--- config.mk ---
export PLATFORM = sky130hd
export DESIGN_NAME = puf_resp_serializer
export DESIGN_NICKNAME = d
export VERILOG_FILES = /design/src/rtl/puf_resp_serializer.sv
export SDC_FILE = /design/constraint.sdc
export NUM_CORES = 1
export LEC_CHECK = 0
export ABC_AREA = 1
export ABC_CLOCK_PERIOD_IN_PS = 2100
export CORE_MARGIN = 3
export CORE_UTILIZATION = 50
export CTS_BUF_LIST = sky130_fd_sc_hd__clkbuf_8
export DETAILED_ROUTE_END_ITERATION = 10
export PLACE_DENSITY_LB_ADDON = 0.15
export SLEW_MARGIN = 20
export SYNTH_ARGS = -nofsm -noshare
export SYNTH_HDL_FRONTEND = slang
export SYNTH_SLANG_ARGS = --single-unit
export TNS_END_PERCENT = 100
--- constraint.sdc ---
create_clock -name clk -period 2.1 [get_ports clk]
set_input_delay 0.42 -clock clk [delete_from_list [all_inputs] [get_ports clk]]
set_output_delay 0.42 -clock clk [all_outputs]
set_load 0.01 [all_outputs]
--- src/rtl/puf_resp_serializer.sv ---
// Streams a captured 128-bit PUF response as 16-bit words, MS word first,
// with an optional XOR checksum word and a resend of the last capture.
module puf_resp_serializer #(
  parameter bit CHECKSUM_EN = 1'b1
) (
  input  logic         clk,
  input  logic         rst,
  input  logic [127:0] puf_resp,
  input  logic         puf_done,
  input  logic         resend,
  output logic [15:0]  word_out,
  output logic         word_valid,
  input  logic         word_ready,
  output logic         word_last,
  output logic [3:0]   word_idx,
  output logic         busy,
  output logic         frame_done,
  output logic         overrun
);
  localparam logic [3:0] LAST = CHECKSUM_EN ? 4'd8 : 4'd7;

  typedef enum logic [1:0] {IDLE, SEND, DONE} state_t;
  state_t state, state_nx;

  logic         puf_done_q;
  logic [127:0] shreg, hold;
  logic [15:0]  csum;
  logic [3:0]   idx;
  logic         rise, start, xfer, at_last;
  logic [127:0] src;

  function automatic logic [15:0] xor_fold(input logic [127:0] v);
    logic [15:0] acc;
    acc = '0;
    for (int i = 0; i < 8; i++) acc = acc ^ v[16*i +: 16];
    return acc;
  endfunction

  assign rise    = puf_done & ~puf_done_q;
  assign start   = (state == IDLE) && (rise || resend);
  // A fresh edge always beats a resend request in the same cycle.
  assign src     = rise ? puf_resp : hold;
  assign xfer    = word_valid & word_ready;
  assign at_last = (idx == LAST);

  always_ff @(posedge clk or negedge rst) begin
    if (!rst) state <= IDLE;
    else      state <= state_nx;
  end

  always_comb begin
    state_nx = state;
    case (state)
      IDLE:    if (rise || resend) state_nx = SEND;
      SEND:    if (xfer && at_last) state_nx = DONE;
      DONE:    state_nx = IDLE;
      default: state_nx = IDLE;
    endcase
  end

  always_ff @(posedge clk or negedge rst) begin
    if (!rst) begin
      puf_done_q <= 1'b0;
      shreg      <= '0;
      hold       <= '0;
      csum       <= '0;
      idx        <= '0;
      overrun    <= 1'b0;
    end else begin
      puf_done_q <= puf_done;
      if (start) begin
        shreg <= src;
        csum  <= xor_fold(src);
        idx   <= '0;
        if (rise) hold <= puf_resp;
      end else if (state == SEND && xfer && !at_last) begin
        shreg <= {shreg[111:0], 16'h0000};
        idx   <= idx + 4'd1;
      end else if (state == DONE) begin
        idx <= '0;
      end
      // Edges that land mid-frame are flagged but never start a capture.
      if (rise && state != IDLE) overrun <= 1'b1;
    end
  end

  assign word_valid = (state == SEND);
  assign frame_done = (state == DONE);
  assign busy       = (state != IDLE);
  assign word_idx   = idx;
  assign word_last  = word_valid && at_last;
  assign word_out   = !word_valid ? 16'h0000 :
                      (idx == 4'd8) ? csum : shreg[127:112];
endmodule

# Yosys cells after proc, flatten, opt, wreduce, memory -nomap -nowiden
# Index checks and enable logic that the tools add are counted.
# word_totals
register_bits	280
in_bits	133
out_inout_bits	25
wordCells	47
# classes
n_addsub	1
n_eq_ne	5
muxes	11
bitwise	10
reduce_logical	13
# ops
operator	count
$mux 128	3
$xor 16x16->16	7
$mux 16	2
$mux 4	3
$logic_and 1x1->1	6
$add 4x1->4 const B	1
$eq 4x4->1 const B	1
$mux 2	2
$ne 2x1->1 const B	2
$pmux 2 s2	1
$reduce_bool 2->1	2
$reduce_bool 3->1	1
$and 1x1->1	2
$eq 2x1->1 const B	1
$eq 2x2->1 const B	1
$logic_not 2->1	1
$reduce_and 2->1	1
$logic_not 1->1	1
$logic_or 1x1->1	1
$not 1->1	1

# Logic depth before layout (Yosys ltp)
# logic_depth
depth_word	10
mapped_depth	16
mapped_depth_nobuf	13

# Worst setup path before layout
# OpenSTA, ideal clock, no wires.
# synth_timing
path_kind	register -> register
startpoint	register idx[0] (netlist: word_idx[0])
endpoint	register shreg[71]
setup_time_ns	0.139
arrival_time_ns	1.754
required_ns	1.961
setup_slack_ns	0.207
path_stages_with_launch	11
path_buffers	2
period_less_slack_ns	1.893
path_cell_list	dfrtp_1 -> inv_1 -> ha_1 -> nand2_1 -> nor2_2 -> nor3_2 -> inv_2 -> nand2_1 -> buf_2 -> buf_2 -> o221ai_1
# synth_between
elab_chain_cells	4
# synth_rtl
element	line	text
start: declaration	28	logic [3:0] idx;
start signal: assignment	78	idx <= idx + 4'd1;
$eq 4x4->1	44	assign at_last = (idx == LAST);
$logic_not 1->1	76	end else if (state == SEND && xfer && !at_last) begin
$logic_and 1x1->1	76	
$reduce_bool 2->1 (no source line)	-	
end signal: assignment	72	shreg <= src;
end signal: assignment	77	shreg <= {shreg[111:0], 16'h0000};
end: declaration	26	logic [127:0] shreg, hold;
# Every way passes these cells.
# A chain may end at the register's enable or synchronous reset.

# Worst setup path after layout
# layout_timing
startpoint	register idx[1] (netlist: word_idx[1])
endpoint	output word_out[3]
# layout_between
elab_chain_cells	3
# layout_rtl
element	line	text
$eq 4x4->1	93	(idx == 4'd8) ? csum : shreg[127:112];
$mux 16	93	
$mux 16	92	assign word_out = !word_valid ? 16'h0000 :
end: declaration	11	output logic [15:0] word_out,
# Every way passes these cells.

==> flow_summary.ini <==
[run_status]
outcome = finished, violations left
violations = negative setup slack

[critical_path]
cp_cell_sequence = inv_2 -> ha_4 -> nand2_4 -> nor2_4 -> buf_4 -> buf_8 -> o21ai_2 -> a21oi_2 -> buf_2
ff2ff_path_depth = 13
path_max_fanout = 6
cp-start-kind = register
crit_required_ns = 1.68
worstSetupEndpointType = output pin
worstPathArrival_ns = 1.98
cp_slowest_cell = dfrtp_1
rrSetupSlack_ns = -0.17
cpPeakStageDelay_ns = 0.38
path_class = register to output pin

[synthesis]
synth_ff_type = dfrtp_1
synthCells = 2218
synth.top_cell.area_share = 0.445
synth.area.top_cells = dfrtp_1 (44%), nand2_1 (20%), inv_1 (8.4%), o21ai_0 (7.4%), o221ai_1 (5.6%)
yosys-top-cells-count = nand2_1 (832), inv_1 (353), dfrtp_1 (280)
synth.distinct_cells = 30
netlist.top_cell.by_area = dfrtp_1
synth_seq_cells = 280
async_flop_share = 1.00
ys_seq_area_frac = 0.445
synth_edf_count = 0
synth_most_common_cell = nand2_1
syn_avg_cell_area_um2 = 7.10
syn_area_um2 = 15800
yosys_warnings = 0
syn_nets = 2353

[global_routing]
grt_pass1_vias = 14800
antenna_found_initial = 0
groute.usage.overall = 0.273
grt_pass1_wl_um = 74200
overflow = 0
grt_max_degree = 81

[routing]
detail-route-antenna-nets = 0
dr.pass1.iters = 6
drtIter0Drc = 1333
drt-wirelength-per-cell_um = 17.6
route.detailed.drc = 0
routed_wirelength_um = 51200
via_count = 16000
vias_per_cell = 5.47

[placed_design]
dpl_cell_area_um2 = 18500
dpl.hpwl_um = 31700
gp_congestion = 0.878
io_buffers = 157

[timing]
finalSetupViolations = 139
fin_skew_ns = 0.0145
hold_viol_final = 0
fin_crit_sh = 1.14
worstMarginPinSlew_ns = 0.502
fin_ws_ns = -0.302
rsz0062_at_grt = true
timing.fmax_mhz = 416
finalCriticalPeriod_ns = 2.40
maxSlewHeadroom = 0.664
fin_setup_tns_ns = -15.22
hold_ws_ns = 0.375
drv_slew = 0

[power_and_ir_drop]
fin_total_pwr_mw = 28.2
leakage_nw = 10.8
pwr_density_cell_nw_per_um2 = 1310
vdd_drop_max_uv = 728

[final_layout]
diodes = 0
fin_nets = 2617
layout-drive-gt1-share = 0.163
syn_to_final_growth_pct = 36.1
fin_area_um2 = 21400
final_core_util = 0.695

[cts]
clk_latency_ns = 0.56
cts_made_buffers = 49
cts.clk_slew.worst_paths_ns = 0.06
cts_tree = built
htree_levels = 2
ctsRootBufferMaster = clkbuf_8
cts.sinks = 280
clockBufferDepth = 3

[worst_hold_path]
min_path_type = input pin to async pin

[floorplanning]
die_h_um = 183
core_area_um2 = 30800
ios = 158
start_util = 0.511
dieArea_um2 = 33700
die_w_um = 183
rows = 64

[flow_run]
drv_cap = 0
-- metrics by stage --
step	setup WS, ns	std cells
CTS	-0.351	2867
floorplan	0.207	2218
global placement	-0.203	2765
finish	-0.302	2915
detailed placement	-0.229	2765
global route	-0.406	2915
-- path summary, 6_finish.rpt --
path,startpoint,to
worst max register to register,word_idx[1],shreg[64]
worst min-delay path,rst,shreg[8]
worst min register to register,overrun,overrun
min in group clk,puf_done,puf_done_q
max in group asynchronous,rst,shreg[60]
worst max-delay path,word_idx[1],word_out[3]
-- metal layers --
layer  wire length (µm)  track usage  part of all wire
met5                  0            0                 0
met4               2200        0.102             0.043
met3               3280       0.0273             0.064
met2              24200        0.462              0.47
met1              21500        0.367              0.42
-- power breakdown --
part / switching [mW] / internal, mW / total [mW]
Combinational: 8.41 / 5.93 / 14.3
Sequential: 0.851 / 7.64 / 8.49
Clock: 2.32 / 3.03 / 5.34
Total: 11.6 / 16.6 / 28.2
-- timing repair --
action | in CTS | in global routing
setup buffers | 9 | 23
endpoints found under the setup margin | 22 | 178
hold buffers | 1 | 0
pin swaps | 4 | 10
gates resized for setup | 130 | 192
hold endpoints to repair | 46 | 0
cloned | 4 | 27
-- cell usage in the layout (no fill, tap or decap), types with 11 or more instances in the layout --
| cell | instances |
|---|---|
| nand2_1 | 821 |
| buf_2 | 14 |
| o211ai_1 | 12 |
| clkbuf_8 | 62 |
| buf_4 | 97 |
| o221ai_1 | 40 |
| clkdlybuf4s50_1 | 134 |
| inv_1 | 361 |
| buf_6 | 15 |
| nand3_1 | 148 |
| dfrtp_1 | 278 |
| clkbuf_16 | 15 |
| o221ai_2 | 55 |
| nand4_1 | 13 |
| o21ai_1 | 36 |
| buf_12 | 39 |
| o21ai_0 | 200 |
| a21oi_2 | 11 |
| nand3b_1 | 44 |
-- critical path, delay by kind of cell (launching register included) --
kind	cells	cell delay, ns
buffers and inverters	4	0.51
adders and majority gates	1	0.14
DFF	1	0.38
AOI/OAI and AO/OA	2	0.22
and+or+nand+nor	2	0.16
-- logic make-up (layout without fill, tap and decap cells) --
logic type,count (synthesis),count (layout),synth area share
buffers and inverters,483,783,0.121
XOR/XNOR,4,4,0.00222
adder cells (fa/ha/maj),2,2,0.00159
AO/OA/AOI/OAI,384,384,0.148
flip-flops,280,280,0.445
AND/OR/NAND/NOR,1065,1066,0.282
-- final cells by class --
class                   count  area [µm²]
clock buffers              62         853
clock inverters            26         191
fillers                  2427        9390
inverters                 357        1370
multi-input cells        1456        7610
flip-flops and latches    280        7010
well taps                 396         495
repair buffers            337        3900
repair inverters            1        8.76
-- flip-flops by register name, indices dropped and copies added (netlist names) --
register    flops
hold          128
shreg         128
csum           16
word_idx        4
state           2
overrun         1
puf_done_q      1
(Power assumes the default switching activity.)
